===== config.mk =====
export PLATFORM = sky130hd
export DESIGN_NAME = code_select_tracker
export DESIGN_NICKNAME = d
export VERILOG_FILES = /design/src/rtl/code_select_tracker.sv
export SDC_FILE = /design/constraint.sdc
export NUM_CORES = 1
export LEC_CHECK = 0
export CORE_MARGIN = 2
export CORE_UTILIZATION = 51
export CTS_CLUSTER_SIZE = 8
export DETAILED_ROUTE_END_ITERATION = 8
export PLACE_DENSITY_LB_ADDON = 0.08
export SETUP_SLACK_MARGIN = 0.05
export SYNTH_ARGS = -nofsm -noshare
export SYNTH_HDL_FRONTEND = slang
export SYNTH_SLANG_ARGS = --single-unit
export TNS_END_PERCENT = 5

===== constraint.sdc =====
create_clock -name clk_i -period 6 [get_ports clk_i]
set_input_delay 1.2 -clock clk_i [delete_from_list [all_inputs] [get_ports clk_i]]
set_output_delay 1.2 -clock clk_i [all_outputs]
set_load 0.02 [all_outputs]

===== src/rtl/code_select_tracker.sv =====
`timescale 1ns/1ps
`default_nettype none
// =============================================================================
// Module   : code_select_tracker
// Brief    : Tracks which codes 1..NUM_CODES have arrived (one-hot or sticky),
//            with completion freeze, popcount and saturating error counter.
// Revision : 1.0 - initial release
// =============================================================================
module code_select_tracker #(
  parameter int NUM_CODES = 18,
  parameter int DATA_W    = $clog2(NUM_CODES + 1),
  parameter int ERR_W     = 8
) (
  input  logic                 clk_i,
  input  logic                 rst_i,
  input  logic [DATA_W-1:0]    data_i,
  input  logic                 data_val_i,
  input  logic                 mode_i,
  input  logic                 clear_i,
  output logic [NUM_CODES-1:0] status_o,
  output logic [DATA_W-1:0]    seen_cnt_o,
  output logic                 done_o,
  output logic [ERR_W-1:0]     err_cnt_o
);

  typedef enum logic [0:0] {
    S_COLLECT = 1'b0,
    S_DONE    = 1'b1
  } state_t;

  localparam logic [DATA_W-1:0] c_max_code = DATA_W'(NUM_CODES);

  state_t               r_state;
  state_t               w_state_nxt;
  logic [NUM_CODES-1:0] r_status;
  logic [NUM_CODES-1:0] w_status_nxt;
  logic [NUM_CODES-1:0] w_code_onehot;
  logic [ERR_W-1:0]     r_err_cnt;
  logic [ERR_W-1:0]     w_err_cnt_nxt;
  logic [DATA_W-1:0]    w_seen_cnt;
  logic                 w_in_range;
  logic                 w_legal;
  logic                 w_illegal;

  assign w_in_range = (data_i != '0) && (data_i <= c_max_code);
  assign w_legal    = data_val_i && w_in_range;
  assign w_illegal  = data_val_i && !w_in_range;

  always_comb begin
    w_code_onehot = '0;
    for (int k = 0; k < NUM_CODES; k++) begin
      w_code_onehot[k] = (data_i == DATA_W'(k + 1));
    end
  end

  always_comb begin
    w_state_nxt   = r_state;
    w_status_nxt  = r_status;
    w_err_cnt_nxt = r_err_cnt;
    if (clear_i) begin
      // A sample coincident with clear is dropped entirely, including error counting.
      w_state_nxt   = S_COLLECT;
      w_status_nxt  = '0;
      w_err_cnt_nxt = '0;
    end else begin
      if (w_illegal && (r_err_cnt != '1)) begin
        w_err_cnt_nxt = r_err_cnt + ERR_W'(1);
      end
      if ((r_state == S_COLLECT) && w_legal) begin
        if (mode_i) begin
          w_status_nxt = r_status | w_code_onehot;
          if (&w_status_nxt) begin
            w_state_nxt = S_DONE;
          end
        end else begin
          w_status_nxt = w_code_onehot;
        end
      end
    end
  end

  always_ff @(posedge clk_i) begin
    if (!rst_i) begin
      r_state   <= S_COLLECT;
      r_status  <= '0;
      r_err_cnt <= '0;
    end else begin
      r_state   <= w_state_nxt;
      r_status  <= w_status_nxt;
      r_err_cnt <= w_err_cnt_nxt;
    end
  end

  always_comb begin
    w_seen_cnt = '0;
    for (int k = 0; k < NUM_CODES; k++) begin
      w_seen_cnt = w_seen_cnt + DATA_W'(r_status[k]);
    end
  end

  assign status_o   = r_status;
  assign seen_cnt_o = w_seen_cnt;
  assign done_o     = (r_state == S_DONE);
  assign err_cnt_o  = r_err_cnt;

endmodule
`default_nettype wire


# --- After elaboration in Yosys (flattened, before gate mapping) ---
# Index checks and enable logic that the tools add are counted.
word_totals:
  inputBits: 10
  ff_bits: 27
classes:
  eq_ne: 19
  bitwise: 3
  mux: 1
  order_cmp: 1
  addsub: 18
  reduce_logical: 9
ops:
  columns: ["operator", "count"]
  rows:
  - ["$add A5 B1 Y5", 13]
  - ["$eq A5 B4 Y1 const B", 8]
  - ["$eq A5 B3 Y1 const B", 4]
  - ["$reduce_and A20 Y1", 1]
  - ["$mux W18", 1]
  - ["$or A18 B18 Y18", 1]
  - ["$eq A5 B5 Y1 const B", 3]
  - ["$eq A5 B2 Y1 const B", 2]
  - ["$add A8 B1 Y8 const B", 1]
  - ["$ne A8 B8 Y1 const B", 1]
  - ["$add A4 B1 Y5", 1]
  - ["$eq A5 B1 Y1 const B", 1]
  - ["$le A5 B5 Y1 const B", 1]
  - ["$logic_and A1 B1 Y1", 5]
  - ["$reduce_bool A5 Y1", 1]
  - ["$add A3 B1 Y4", 1]
  - ["$add A2 B1 Y3", 1]
  - ["$add A1 B1 Y2", 1]
  - ["$not A1 Y1", 2]
  - ["$reduce_or A2 Y1", 1]
  - ["$logic_not A1 Y1", 1]

# --- Logic depth before layout (Yosys ltp) ---
depth:
  ltp_word: 17
  mapped_depth: 13
  ltp_nobuf: 13

# --- Worst setup path before layout ---
# Ideal clock, no wire load.
synth_path:
  path_type: "register to output"
  startpoint: "reg r_status[0] (netlist: status_o[0])"
  endpoint: "out seen_cnt_o[2]"
  arrival_time_ns: 3.974
  setup_slack_ns: 0.826
  required_time_ns: 4.800
  path_stages_with_launch: 12
  cell_sequence: "dfxtp_1 > inv_1 > fa_1 > fa_1 > fa_1 > fa_1 > fa_1 > inv_1 > ha_1 > inv_1 > fa_1 > xnor2_1"
synth_between:
  elab_chain_len: 17
synth_lines:
  columns: ["element", "line", "source"]
  rows:
  - ["start, declared", "35", "logic [NUM_CODES-1:0] r_status;"]
  - ["start signal, assigned", "89", "r_status <= w_status_nxt;"]
  - ["$add A1 B1 Y2", "97", "w_seen_cnt = w_seen_cnt + DATA_W'(r_status[k]);"]
  - ["$add A2 B1 Y3", "97", null]
  - ["$add A3 B1 Y4", "97", null]
  - ["$add A4 B1 Y5", "97", null]
  - ["$add A5 B1 Y5 (13 in a row)", "97", null]
  - ["end, declared", "21", "output logic [DATA_W-1:0] seen_cnt_o,"]
# Every way passes these cells.

# --- Final worst setup path ---
layout_path:
  startpoint: "reg r_status[1] (netlist: status_o[1])"
  endpoint: "out seen_cnt_o[2]"
# The elaborated chain is that of the path after synthesis.

==> reports/metrics.json <==
{
  "run_status": {"value": "completed"},
  "synth_common_cells": {"value": "sky130_fd_sc_hd__inv_1 (30), sky130_fd_sc_hd__nor2_1 (28), sky130_fd_sc_hd__dfxtp_1 (27), sky130_fd_sc_hd__a22oi_1 (15), sky130_fd_sc_hd__fa_1 (12)"},
  "synth.lib_cells_used.distinct": {"value": 46},
  "critical_path.cell_chain": {"value": "inv_1 > fa_1 > fa_1 > fa_1 > fa_1 > fa_1 > inv_1 > ha_1 > inv_1 > fa_1 > xnor2_1 > clkdlybuf4s50_1"},
  "cts_inserted_buffers": {"value": 3},
  "filler_cell_count": {"value": 337},
  "ys_ff_latch": {"value": 27},
  "antenna_found_initial": {"value": 0},
  "crit_buf_inv": {"value": 4},
  "route.top_layer_used": {"value": "met4"},
  "grt_max_degree": {"value": 27},
  "clock.fmax": {"value": 173.1, "unit": "MHz"},
  "irDropWorstVdd": {"value": 0.1571, "unit": "mV"},
  "asyncSetResetFlopFracSynth": {"value": 0},
  "cp_max_fo": {"value": 4},
  "worst_setup_slack_post_dpl": {"value": 0.4063, "unit": "ns"},
  "postLayoutSetupSlackWorst": {"value": 0.2228, "unit": "ns"},
  "grt.total_usage": {"value": 0.2260},
  "unrepaired_setup_endpoints_after_global_routing": {"value": "true"},
  "drv_cap": {"value": 0},
  "path_common_cell": {"value": "sky130_fd_sc_hd__fa_1"},
  "clock_tree.root_cell": {"value": "sky130_fd_sc_hd__clkbuf_8"},
  "overflow": {"value": 0},
  "timing.critical_path.max_delay_family": {"value": "adder cells"},
  "io_buffers": {"value": 41},
  "cp.arrival": {"value": 4.58, "unit": "ns"},
  "critPathSlowestCell": {"value": "sky130_fd_sc_hd__clkdlybuf4s50_1"},
  "cellPowerDensity": {"value": 139.4, "unit": "nW/um2"},
  "post_route_cells_drive_above_1_share": {"value": 0.05929},
  "ys_dominant_reg_cell": {"value": "sky130_fd_sc_hd__dfxtp_1"},
  "die-height": {"value": 65.17, "unit": "um"},
  "row_count": {"value": 22},
  "hold_removal_path_class": {"value": "reg2reg"},
  "clock-skew-final": {"value": 0.01097, "unit": "ns"},
  "netlist_instances": {"value": 220},
  "yosys.area.top_type_share": {"value": 0.2833},
  "post_drt_wl_per_cell": {"value": 14.91, "unit": "um"},
  "detailroute.wirelength.met3": {"value": 286, "unit": "um"},
  "met2RoutedLength": {"value": 1.932, "unit": "mm"},
  "route.detailed.drc": {"value": 0},
  "postLayoutCoreUtil": {"value": 0.6498},
  "vias": {"value": 1711},
  "worst_path_largest_cell_delay": {"value": 0.61, "unit": "ns"},
  "synth.avg_cell_area": {"value": 8.673, "unit": "um2"},
  "power.sequential.fraction": {"value": 0.548},
  "seq_area_frac_synth": {"value": 0.2833},
  "synth.most_common_cell": {"value": "sky130_fd_sc_hd__inv_1"},
  "timing_max_transition_violations_final": {"value": 0},
  "clock_sinks": {"value": 27},
  "finalCriticalPeriod": {"value": 5.777, "unit": "ns"},
  "setup.worst_path.start_class": {"value": "register"},
  "layout_worst_path_cycle_share": {"value": 0.9629},
  "power.total": {"value": 329.2, "unit": "uW"},
  "gp_routability_congestion": {"value": 0.8029},
  "worst_setup_path_end_kind": {"value": "output port"},
  "fin_tns_setup": {"value": 0, "unit": "ns"},
  "max_slew.worst_pin.slew": {"value": 0.9976, "unit": "ns"},
  "timing.final.hold_violations": {"value": 0},
  "die_w": {"value": 65.17, "unit": "um"},
  "type_of_the_worst_setup_path": {"value": "reg2out"},
  "number_of_synthesized_flops_with_an_enable_pin": {"value": 0},
  "tritoncts": {"value": "built"},
  "area.sequential": {"value": 543.0, "unit": "um2"},
  "synth_fp_nets": {"value": 251},
  "maxSlewHeadroom": {"value": 0.3349},
  "synth-warning-count": {"value": 0},
  "grt_first_pass_wirelength": {"value": 7.376, "unit": "mm"},
  "area_growth_syn_to_layout": {"value": 23.74, "unit": "%"},
  "synth_area_leaders": {"value": "sky130_fd_sc_hd__dfxtp_1 (28%), sky130_fd_sc_hd__fa_1 (13%), sky130_fd_sc_hd__a22oi_1 (5.9%)"},
  "initial_core_util": {"value": 0.5251},
  "die_outline_area": {"value": 4246, "unit": "um2"},
  "whs": {"value": 0.5077, "unit": "ns"},
  "antenna_violating_nets_post_route": {"value": 0},
  "detail_route.wirelength": {"value": 4.487, "unit": "mm"},
  "number_of_global_route_vias_before_repair": {"value": 1511},
  "cp.required": {"value": 4.80, "unit": "ns"},
  "synth_largest_area_cell": {"value": "sky130_fd_sc_hd__dfxtp_1"},
  "h-tree-depth": {"value": 1},
  "layout.nets": {"value": 285},
  "io_pins": {"value": 42},
  "share_clk_of_total_power": {"value": 0.328},
  "drt_pass1_iterations": {"value": 5},
  "n_antenna_cell": {"value": 0},
  "clk_latency": {"value": 0.28, "unit": "ns"},
  "post_cts_hold_buffer_count": {"value": 0},
  "final-setup-viol-count": {"value": 0},
  "p_leak": {"value": 0.0008644, "unit": "uW"},
  "detail_route.wirelength.met1": {"value": 2.178, "unit": "mm"},
  "placeable_core_region": {"value": 3633, "unit": "um2"},
  "multiInputGateArea": {"value": 1184, "unit": "um2"},
  "clock_buffer_depth": {"value": 2},
  "drt_iter0_drc": {"value": 112},
  "power.share.combinational": {"value": 0.123},
  "syn_area": {"value": 1908, "unit": "um2"},
  "cell_internal_pwr": {"value": 242.1, "unit": "uW"},
  "dpl.hpwl": {"value": 3.314, "unit": "mm"},
  "clkTransAtPathRegs": {"value": 0.10, "unit": "ns"},
  "switchingPower": {"value": 87.07, "unit": "uW"},
  "avgViaCountPerCell": {"value": 5.684},
  "fraction_of_power_spent_switching_nets": {"value": 0.2645}
}
[layout make-up]
cell class / count / share of cell area
Sequential cell: 27 / 0.2300
Timing Repair Buffer: 41 / 0.1749
Tap cell: 48 / 0.02544
Clock inverter: 1 / 0.003180
Clock buffer: 3 / 0.01749
Multi-Input combinational cell: 151 / 0.5013
Inverter: 30 / 0.04769
[layer usage]
metal,track usage,up-vias
met5,0,-
met4,0.06250,0
met3,0.03596,13
met2,0.3393,76
met1,0.3374,802
li1,-,820
[power by group through the flow]
stage	Combinational (uW)	Clock [uW]	Sequential [uW]
2_1_floorplan	27.0	0	185
3_3_place_gp	39.8	0	185
3_5_place_dp	39.7	0	185
4_1_cts	40.0	110	181
5_1_grt	44.5	114	181
6_report	40.6	108	180
[flip-flops by register name, indices dropped and copies added, names as in the netlist]
register / count
status_o: 18
done_o: 1
err_cnt_o: 8
[logic make-up after synthesis]
logic type	synth area share
xor gates and xnor gates	0.04131
buffers and inverters	0.09638
adders and majority gates	0.1849
DFF	0.2833
AOI/OAI and AO/OA	0.1633
and+or+nand+nor	0.2308
[tightest hold or removal path: stages, from the launching register on]
cell                      delay, ns
sky130_fd_sc_hd__dfxtp_1       0.34
sky130_fd_sc_hd__nand2_1       0.07
sky130_fd_sc_hd__o31ai_2       0.06
[final timing paths]
kind | from | end | slack [ns] | cells past startpoint
max | status_o[1] | seen_cnt_o[2] | 0.22 | 12
min | done_o | done_o | 0.51 | 2
max reg2reg | done_o | status_o[4] | 4.37 | 4
min reg2reg | done_o | done_o | 0.51 | 2
[cells in the final DEF, fill, tap and decap left out, types with 2 or more instances in the layout]
master and instances:
sky130_fd_sc_hd__ha_1 9, sky130_fd_sc_hd__o21ai_0 6, sky130_fd_sc_hd__nand2b_1 2, sky130_fd_sc_hd__nor4_1 4, sky130_fd_sc_hd__inv_1 30, sky130_fd_sc_hd__dfxtp_2 2, sky130_fd_sc_hd__and3_1 3, sky130_fd_sc_hd__a31oi_1 4
sky130_fd_sc_hd__nand3_1 7, sky130_fd_sc_hd__nor2b_1 5, sky130_fd_sc_hd__nor3b_1 2, sky130_fd_sc_hd__xnor2_1 9, sky130_fd_sc_hd__nor2_1 28, sky130_fd_sc_hd__and2b_1 2, sky130_fd_sc_hd__dfxtp_1 25, sky130_fd_sc_hd__nand4_1 2
sky130_fd_sc_hd__nor3_1 3, sky130_fd_sc_hd__a21oi_1 9, sky130_fd_sc_hd__a32oi_1 3, sky130_fd_sc_hd__fa_1 12, sky130_fd_sc_hd__a22oi_1 15, sky130_fd_sc_hd__nand2_1 6, sky130_fd_sc_hd__clkdlybuf4s50_1 40, sky130_fd_sc_hd__clkbuf_8 3
[per-stage QoR]
| stage | cells | area [um2] |
|---|---|---|
| after floorplan | 220 | 1908 |
| after global placement | 297 | 2307 |
| after detailed placement | 297 | 2307 |
| after CTS | 301 | 2356 |
| after global routing | 301 | 2361 |
| final | 301 | 2361 |
[timing repair]
item / CTS / global route
gates resized for setup: 0 / 3
endpoints found under the setup margin: 0 / 4
buffers inserted: 0 / 0
No activity file was read; power rests on OpenSTA's default activity.
